--- src/rtl/shift_norm_pkg.sv ---
// Shared types and sizing for the iterative left-normaliser (shift_norm).
package shift_norm_pkg;

  localparam int DEFAULT_WIDTH = 32;

  // state | meaning
  // IDLE  | ready for an operand (i_ready=1)
  // SHIFT | shifting work register left one bit per cycle
  // DONE  | result presented, waiting for o_ready
  typedef enum logic [1:0] {
    IDLE  = 2'd0,
    SHIFT = 2'd1,
    DONE  = 2'd2
  } state_t;

  function automatic int shamt_width(input int width);
    return (width <= 2) ? 1 : $clog2(width);
  endfunction

endpackage

--- src/rtl/shift_norm_if.sv ---
// Operand/result handshake bundle for shift_norm; master drives operands, slave is the normaliser.
interface shift_norm_if
  import shift_norm_pkg::*;
#(
  parameter int WIDTH       = DEFAULT_WIDTH,
  parameter int SHAMT_WIDTH = shamt_width(WIDTH)
) ();

  logic [WIDTH-1:0]       i_1;
  logic                   i_valid;
  logic                   i_ready;
  logic [WIDTH-1:0]       o;
  logic [SHAMT_WIDTH-1:0] o_shamt;
  logic                   o_zero;
  logic                   o_valid;
  logic                   o_ready;

  modport master (
    output i_1, i_valid, o_ready,
    input  i_ready, o, o_shamt, o_zero, o_valid
  );

  modport slave (
    input  i_1, i_valid, o_ready,
    output i_ready, o, o_shamt, o_zero, o_valid
  );

endinterface

--- src/rtl/shift_norm.sv ---
// Iterative left-normaliser: shifts the operand left until its MSB is set, reporting the shift count.
// Optional macro SHIFT_NORM_ENABLE_PIN_EN adds an enable input that forces a zero result when low.
module shift_norm
  import shift_norm_pkg::*;
#(
  parameter int WIDTH       = DEFAULT_WIDTH,
  parameter int SHAMT_WIDTH = shamt_width(WIDTH)
) (
  input  logic clk,
  input  logic rst,
`ifdef SHIFT_NORM_ENABLE_PIN_EN
  input  logic enable,
`endif
  shift_norm_if.slave bus
);

  state_t                 r_state;
  state_t                 w_next;
  logic [WIDTH-1:0]       r_work;
  logic [SHAMT_WIDTH-1:0] r_cnt;
  logic                   r_zero;

  logic w_en;
  logic w_accept;
  logic w_op_zero;
  logic w_op_msb;
  logic w_last_shift;

`ifdef SHIFT_NORM_ENABLE_PIN_EN
  assign w_en = enable;
`else
  assign w_en = 1'b1;
`endif

  assign w_accept     = (r_state == IDLE) && bus.i_valid;
  assign w_op_zero    = (bus.i_1 == '0);
  assign w_op_msb     = bus.i_1[WIDTH-1];
  // The bit about to become the MSB decides whether this is the final shift.
  assign w_last_shift = r_work[WIDTH-2];

  always_comb begin
    w_next = r_state;
    case (r_state)
      IDLE: begin
        if (bus.i_valid) begin
          w_next = (!w_en || w_op_zero || w_op_msb) ? DONE : SHIFT;
        end
      end
      SHIFT: begin
        if (w_last_shift) begin
          w_next = DONE;
        end
      end
      DONE: begin
        if (bus.o_ready) begin
          w_next = IDLE;
        end
      end
      default: w_next = IDLE;
    endcase
  end

  always_ff @(posedge clk) begin
    if (rst) begin
      r_state <= IDLE;
    end else begin
      r_state <= w_next;
    end
  end

  always_ff @(posedge clk) begin
    if (rst) begin
      r_work <= '0;
      r_cnt  <= '0;
      r_zero <= 1'b0;
    end else if (w_accept) begin
      r_work <= w_en ? bus.i_1 : '0;
      r_cnt  <= '0;
      r_zero <= w_en && w_op_zero;
    end else if (r_state == SHIFT) begin
      r_work <= r_work << 1;
      r_cnt  <= r_cnt + 1'b1;
    end
  end

  assign bus.i_ready = (r_state == IDLE);
  assign bus.o_valid = (r_state == DONE);
  assign bus.o       = r_work;
  assign bus.o_shamt = r_cnt;
  assign bus.o_zero  = r_zero;

endmodule
--- src/flat_wrapper.sv ---
// flat-port wrapper written by rule: the top's interface ports become plain ports
module shift_norm_flat import shift_norm_pkg::*;
#(
  parameter int WIDTH       = DEFAULT_WIDTH,
  parameter int SHAMT_WIDTH = shamt_width(WIDTH)
)
  (clk, rst, bus_i_1, bus_i_valid, bus_o_ready, bus_i_ready, bus_o, bus_o_shamt, bus_o_zero, bus_o_valid);
  shift_norm_if #(.WIDTH(WIDTH), .SHAMT_WIDTH(SHAMT_WIDTH)) bus_i ();
  input  logic clk;
  input  logic rst;
  input wire logic [$bits(bus_i.i_1)-1:0] bus_i_1;
  input wire logic [$bits(bus_i.i_valid)-1:0] bus_i_valid;
  input wire logic [$bits(bus_i.o_ready)-1:0] bus_o_ready;
  output wire logic [$bits(bus_i.i_ready)-1:0] bus_i_ready;
  output wire logic [$bits(bus_i.o)-1:0] bus_o;
  output wire logic [$bits(bus_i.o_shamt)-1:0] bus_o_shamt;
  output wire logic [$bits(bus_i.o_zero)-1:0] bus_o_zero;
  output wire logic [$bits(bus_i.o_valid)-1:0] bus_o_valid;
  assign bus_i.i_1 = bus_i_1;
  assign bus_i.i_valid = bus_i_valid;
  assign bus_i.o_ready = bus_o_ready;
  assign bus_i_ready = bus_i.i_ready;
  assign bus_o = bus_i.o;
  assign bus_o_shamt = bus_i.o_shamt;
  assign bus_o_zero = bus_i.o_zero;
  assign bus_o_valid = bus_i.o_valid;
  shift_norm #(.WIDTH(WIDTH), .SHAMT_WIDTH(SHAMT_WIDTH)) u_core (.clk(clk), .rst(rst), .bus(bus_i));
endmodule
--- config.mk ---
export PLATFORM = sky130hd
export DESIGN_NAME = shift_norm_flat
export DESIGN_NICKNAME = d
export VERILOG_FILES = /design/src/rtl/shift_norm_pkg.sv /design/src/rtl/shift_norm_if.sv /design/src/rtl/shift_norm.sv /design/src/flat_wrapper.sv
export SDC_FILE = /design/constraint.sdc
export NUM_CORES = 1
export LEC_CHECK = 0
export CAP_MARGIN = 20
export CORE_ASPECT_RATIO = 1.4
export CORE_UTILIZATION = 41
export CTS_BUF_LIST = sky130_fd_sc_hd__clkbuf_16
export DETAILED_ROUTE_END_ITERATION = 10
export PLACE_DENSITY = 0.79
export SETUP_SLACK_MARGIN = 0.5
export SLEW_MARGIN = 20
export SYNTH_ARGS = -nofsm -noshare
export SYNTH_HDL_FRONTEND = slang
export SYNTH_SLANG_ARGS = --single-unit
export TNS_END_PERCENT = 1
--- constraint.sdc ---
create_clock -name clk -period 1.94 [get_ports clk]
set_clock_uncertainty 0.2 [all_clocks]
set_input_delay 0.194 -clock clk [delete_from_list [all_inputs] [get_ports clk]]
set_output_delay 0.194 -clock clk [all_outputs]
set_load 0.05 [all_outputs]
==> results.yml, run 1 <==
floorplanning:
  dieWidth_um: 56.5
  die_area_um2: 4420
  start_util_pct: 43.1
  die_h_um: 78.3
  fp-row-count: 27
  io_pins: 76
  core_area_um2: 3950
routing:
  drt-pass1-iter-count: 5
  dr_total_vias: 1904
  antenna_left: 0
  drc_errors: 0
  avgRoutedWirePerCell_um: 17.6
  drt-total-wl_um: 5760
  viasPerCell: 5.80
  drtIter0Drc: 111
sta:
  setup_viol: 0
  max_clock_freq_mhz: 622
  period_share_pct: 82.9
  rsz0062_at_grt: "yes"
  period_needed_ns: 1.61
  finalHoldViolCount: 0
  worst_pin_slew_ns: 0.499
  slew_headroom_pct: 66.8
  setup_slack_ns: 0.332
  slew_violations: 0
logic_synthesis:
  syn_inst: 195
  synth.avg_cell_area_um2: 8.73
  seq_area_frac_synth_pct: 47.0
  syn_nets: 232
  synth-seq-cells: 40
  ys_types: 27
  synth_area_um2: 1700
  synth_warnings: 0
global_route:
  grt_pass1_vias: 1682
  antenna_found_initial: 0
  overflow: 0
  grt.total_usage_pct: 23.1
  grt_pass1_wl_um: 8080
  grt_max_degree: 42
status:
  status: "completed"
clock_network:
  cts_buffers: 5
  tritoncts: "done"
  clk_pin_slew_ns: 0.06
  clock_latency_ns: 0.28
  cts.path.max_buffers: 2
  cts-root-buf: "clkbuf_16"
  clock-sinks: 40
  h-tree-depth: 2
cells_and_area:
  fill_cells: 286
  syn2layout_area_growth_pct: 72.7
  fin_cells: 328
  drive_gt1_share_pct: 20.0
  fin_area_um2: 2940
  fin_nets: 322
  postLayoutCoreUtil_pct: 74.4
  num_antenna_cells: 0
worst_setup_path:
  cp-start-kind: "input port"
  cp.arrival_ns: 1.60
  criticalPathCategory: "in2reg"
  required_ns: 1.94
  crit_fanout: 2
  end_kind: "flop"
pwr:
  p_leak_nw: 1.21
  switchingPower_w: 0.000812
  swShare_pct: 33.1
  powerDensity_nw_per_um2: 834
  internal-power_w: 0.00164
  ir_worst_vdd_uv: 756
  p_comb_share_pct: 30.2
  seqPwrFrac_pct: 38.2
  power_frac_clock_pct: 31.5
  power_w: 0.00245
placed_design:
  placedCellCount: 311
  routabilityCongestion: 0.822
  dpl_worst_slack_ns: -0.141
  port_buffers: 75
  placed_area_um2: 2580
  dpl.hpwl_um: 3230
hold_path:
  holdCritPathClass: "in2reg"
job:
  drv_cap: 0
sequential cells by signal (all words and copies together), names as in the netlist:
register            count
u_core.bus.o           32
u_core.bus.o_shamt      5
u_core.r_state          2
u_core.bus.o_zero       1
power by group through the flow:
stage / Clock, W / Sequential, W / Combinational (W)
floorplan: 0 / 0.00114 / 0.000212
global placement: 0 / 0.000950 / 0.000671
detailed placement: 0 / 0.000950 / 0.000676
CTS: 0.000764 / 0.000935 / 0.000649
global route: 0.000807 / 0.000945 / 0.000778
finish: 0.000773 / 0.000938 / 0.000741
critical path: stages:
cell	delay, ns
clkdlybuf4s50_1	0.45
nor4_2	0.25
nand4_1	0.20
or2_4	0.30
o31ai_2	0.21
cell families (layout without fill, tap and decap cells):
family / Yosys count / in the layout / synth area share [%]
buf+inv: 16 / 106 / 5.14
compound gates: 69 / 69 / 25.4
mux: 2 / 2 / 1.18
fa+ha+maj: 1 / 1 / 0.735
simple gates: 63 / 63 / 18.4
xor+xnor: 4 / 4 / 2.06
flops: 40 / 40 / 47.0
metal layers:
metal  GRT usage (%)  part of all wire, %  vias to the layer above
li1                -                    -                      893
met1            29.5                   39                      900
met2            37.8                   52                      101
met3            4.45                  6.1                       10
met4            9.27                  2.2                        0
met5               0                    0                        -
synthesized netlist by cell type (all sizes together):
cell type | n | share of area [%]
nand3b | 1 | 0.44
nor4 | 8 | 2.9
a22oi | 31 | 14
o31ai | 1 | 0.44
nand2 | 33 | 7.3
or2b | 1 | 0.44
nand4 | 4 | 1.5
clkbuf | 4 | 0.88
or2 | 1 | 0.37
ha | 1 | 0.73
nor3 | 6 | 2.4
nor2b | 3 | 1.1
xor2 | 3 | 1.5
mux2i | 2 | 1.2
a211oi | 3 | 1.3
nor2 | 4 | 0.88
dfxtp | 40 | 47
o21ai | 1 | 0.29
a21oi | 33 | 9.7
inv | 1 | 0.22
xnor2 | 1 | 0.51
buf | 11 | 4.0
nor3b | 2 | 1.2
path summary, 6_finish.rpt:
check                     from                 to  slack (ns)  cells after the start
max                bus_i_1[11]  u_core.bus.o_zero        0.33                      5
min                 bus_i_1[3]    u_core.bus.o[3]        0.08                      3
max reg2reg  u_core.r_state[1]  u_core.r_state[0]        0.37                      4
min reg2reg   u_core.bus.o[31]   u_core.bus.o[31]        0.26                      2
timing repair:
action / CTS / global route
resized for setup: 80 / 25
setup endpoints to repair: 76 / 75
gates cloned: 0 / 3
setup buffers: 0 / 7
hold buffers: 0 / 0
pin swaps: 9 / 11
area by class of cell:
cell class	count	area [µm²]	share of cell area, %
tap	43	53.8	1.83
clock inverter	2	8.76	0.298
multi-input combinational	139	908	30.9
inverter	1	3.75	0.128
clock buffer	5	125	4.25
sequential	40	803	27.3
timing repair buffer	98	1040	35.3
cells in the final DEF, fill, tap and decap left out, types with 2 or more instances in the layout:
master | netlist | routed
a21oi_1 | 33 | 33
clkdlybuf4s15_2 | 0 | 2
a211oi_1 | 3 | 2
a22oi_1 | 31 | 31
dlygate4sd2_1 | 0 | 23
clkdlybuf4s50_1 | 0 | 14
nor4_2 | 0 | 8
nor3_2 | 2 | 2
dfxtp_2 | 0 | 2
xor2_1 | 3 | 3
buf_6 | 0 | 3
nor2b_4 | 0 | 2
dlymetal6s2s_1 | 0 | 8
nand2_1 | 33 | 33
nor2_1 | 4 | 2
clkbuf_16 | 0 | 8
dfxtp_1 | 40 | 38
nor3_1 | 4 | 4
inv_1 | 1 | 2
buf_12 | 0 | 6
nand4_1 | 4 | 4
clkdlybuf4s15_1 | 0 | 22
buf_4 | 6 | 15
mux2i_1 | 2 | 2
stage by stage:
step,hold WS (ns),TNS (ns)
2_1_floorplan,0.135,0
3_3_place_gp,0.244,-0.204
3_5_place_dp,0.248,-0.282
4_1_cts,0.179,0
5_1_grt,0.116,0
6_report,0.0833,0
No activity file was read; power rests on OpenSTA's default activity.
==> inputs of run 2 (changes only) <==
==> constraint.sdc (replaced) <==
create_clock -name clk -period 1.6 [get_ports clk]
set_clock_uncertainty 0.2 [all_clocks]
set_input_delay 0.16 -clock clk [delete_from_list [all_inputs] [get_ports clk]]
set_output_delay 0.16 -clock clk [all_outputs]
set_load 0.05 [all_outputs]
==> run 2 against run 1 <==
Effect of this change:
- the run now ends with negative setup slack left
- sequential power increased by 26%
- sequential cell count unchanged
- non-clock buffer count is 16 higher
- utilization is 14 points higher
- combinational power is 54% higher
- die area is the same
- final area increased by 19%
- critical path depth stayed put
- setup slack got worse by 0.36 ns
- first-iteration DRC count up 44%
==> results.yml, run 2 (synthesis results as in run 1) <==
status:
  status: "complete, but fails checks"
  violations: "negative setup slack"
pwr:
  p_comb_share_pct: 33.2
  power_frac_clock_pct: 32.4
  seqPwrFrac_pct: 34.3
  swShare_pct: 31.3
  p_leak_nw: 1.40
  powerDensity_nw_per_um2: 979
  switchingPower_w: 0.00107
  internal-power_w: 0.00236
  ir_worst_vdd_uv: 1020
worst_setup_path:
  crit_fanout: 19
  criticalPathCategory: "reg2reg"
  cp.arrival_ns: 1.62
  cp-start-kind: "flop"
  required_ns: 1.59
  critPathLaunch: "u_core.r_state[0]"
  crit-reg2reg-launch: "u_core.r_state[0]"
  end_kind: "flop"
job:
  drv_cap: 0
sta:
  setup_viol: 1
  slew_violations: 0
  finalHoldViolCount: 0
  period_share_pct: 102
  worst_pin_slew_ns: 0.308
  rsz0062_at_grt: "yes"
  slew_headroom_pct: 79.4
  hold_slack_ns: 0.0946
  period_needed_ns: 1.63
  max_clock_freq_mhz: 614
  setup_slack_ns: -0.0279
  finalSetupTns_ns: -0.0279
floorplanning:
  fp-row-count: 27
  die_area_um2: 4420
  dieWidth_um: 56.5
  core_area_um2: 3950
  die_h_um: 78.3
  start_util_pct: 43.1
  io_pins: 76
clock_network:
  clock_latency_ns: 0.28
  tritoncts: "done"
  cts-root-buf: "clkbuf_16"
  clock-sinks: 40
  cts.path.max_buffers: 2
  cts_buffers: 5
  h-tree-depth: 2
  clk_pin_slew_ns: 0.06
cells_and_area:
  final_common_cell: "buf_12"
  largest_reg_flops: 32
  fin_area_um2: 3500
  mostFrequentLayoutCells: "buf_12 (44), dfxtp_1 (34), nand2_1 (33), a21oi_1 (33), a22oi_1 (31)"
  drive_gt1_share_pct: 36.0
  fin_nets: 339
  syn2layout_area_growth_pct: 106
  num_antenna_cells: 0
global_route:
  grt_pass1_wl_um: 9810
  grt.total_usage_pct: 28.8
  overflow: 0
  antenna_found_initial: 0
  grt_max_degree: 39
  grt_pass1_vias: 2031
hold_path:
  holdCritPathClass: "in2reg"
  hold_start: "bus_i_1[13]"
routing:
  antenna_left: 0
  dr_total_vias: 2071
  avgRoutedWirePerCell_um: 20.3
  drt-total-wl_um: 7030
  drc_errors: 0
  viasPerCell: 5.99
  drtIter0Drc: 160
  drt-pass1-iter-count: 7
placed_design:
  routabilityCongestion: 0.790
  placed_area_um2: 3040
  port_buffers: 75
  dpl.hpwl_um: 3650
## run 2: cell count changes in the layout (fill, tap and decap cells not counted), moves of 4 or more
cell | previous run | this run
dfxtp_1 | 38 | 34
clkdlybuf4s15_1 | 22 | 1
buf_4 | 15 | 29
buf_12 | 6 | 44
dlymetal6s2s_1 | 8 | 4
clkdlybuf4s50_1 | 14 | 5
## run 2: power by group through the flow
stage          clock [W]  combinational [W]  sequential [W]
6_report         0.00111            0.00114         0.00118
5_1_grt          0.00116            0.00119         0.00118
3_3_place_gp           0           0.000955         0.00119
4_1_cts          0.00111            0.00106         0.00117
3_5_place_dp           0           0.000967         0.00119
2_1_floorplan          0           0.000268         0.00138
## run 2: through the flow
stage	setup slack (ns)	cells	util, %	total power [W]
finish	-0.0279	346	88.7	0.00343
global route	-0.0618	346	88.7	0.00353
CTS	0.118	342	86.0	0.00335
detailed placement	-0.636	322	76.9	0.00216
global placement	-0.620	322	76.9	0.00214
floorplan	0.222	195	-	0.00165
## run 2: cell type report
cell class,count,area [µm²]
repair buffers,114,1540
multi-input cells,140,927
well taps,43,53.8
inverters,1,3.75
clock buffers,5,125
fillers,176,448
clock inverters,3,37.5
flip-flops and latches,40,813
## run 2: path summary, 6_finish.rpt
path | endpoint | slack [ns] | depth (start not counted)
worst min-delay path | u_core.bus.o[13] | 0.09 | 3
worst min register to register | u_core.bus.o[31] | 0.30 | 2
worst max register to register | u_core.bus.o[24] | -0.03 | 5
worst max-delay path | u_core.bus.o[24] | -0.03 | 5
## run 2: critical path: stages, from the launching register on
cell and delay, ns:
dfxtp_4 0.36, nor3b_4 0.27, buf_4 0.18, clkbuf_16 0.18
a22oi_1 0.12, a21oi_1 0.22
## run 2: metal layers
metal / wire length, µm / vias up / global-route usage, %
met2: 3880 / 138 / 51.8
met1: 2440 / 979 / 32.2
met3: 553 / 18 / 6.43
li1: - / 936 / -
met5: 0 / - / 0
met4: 164 / 0 / 11.7
## run 2: what timing repair did
item	4_1_cts	5_1_grt
cloned	2	2
resized for setup	45	10
setup endpoints to repair	80	80
buffers inserted	10	2
pin swaps	13	7
hold buffers	0	0
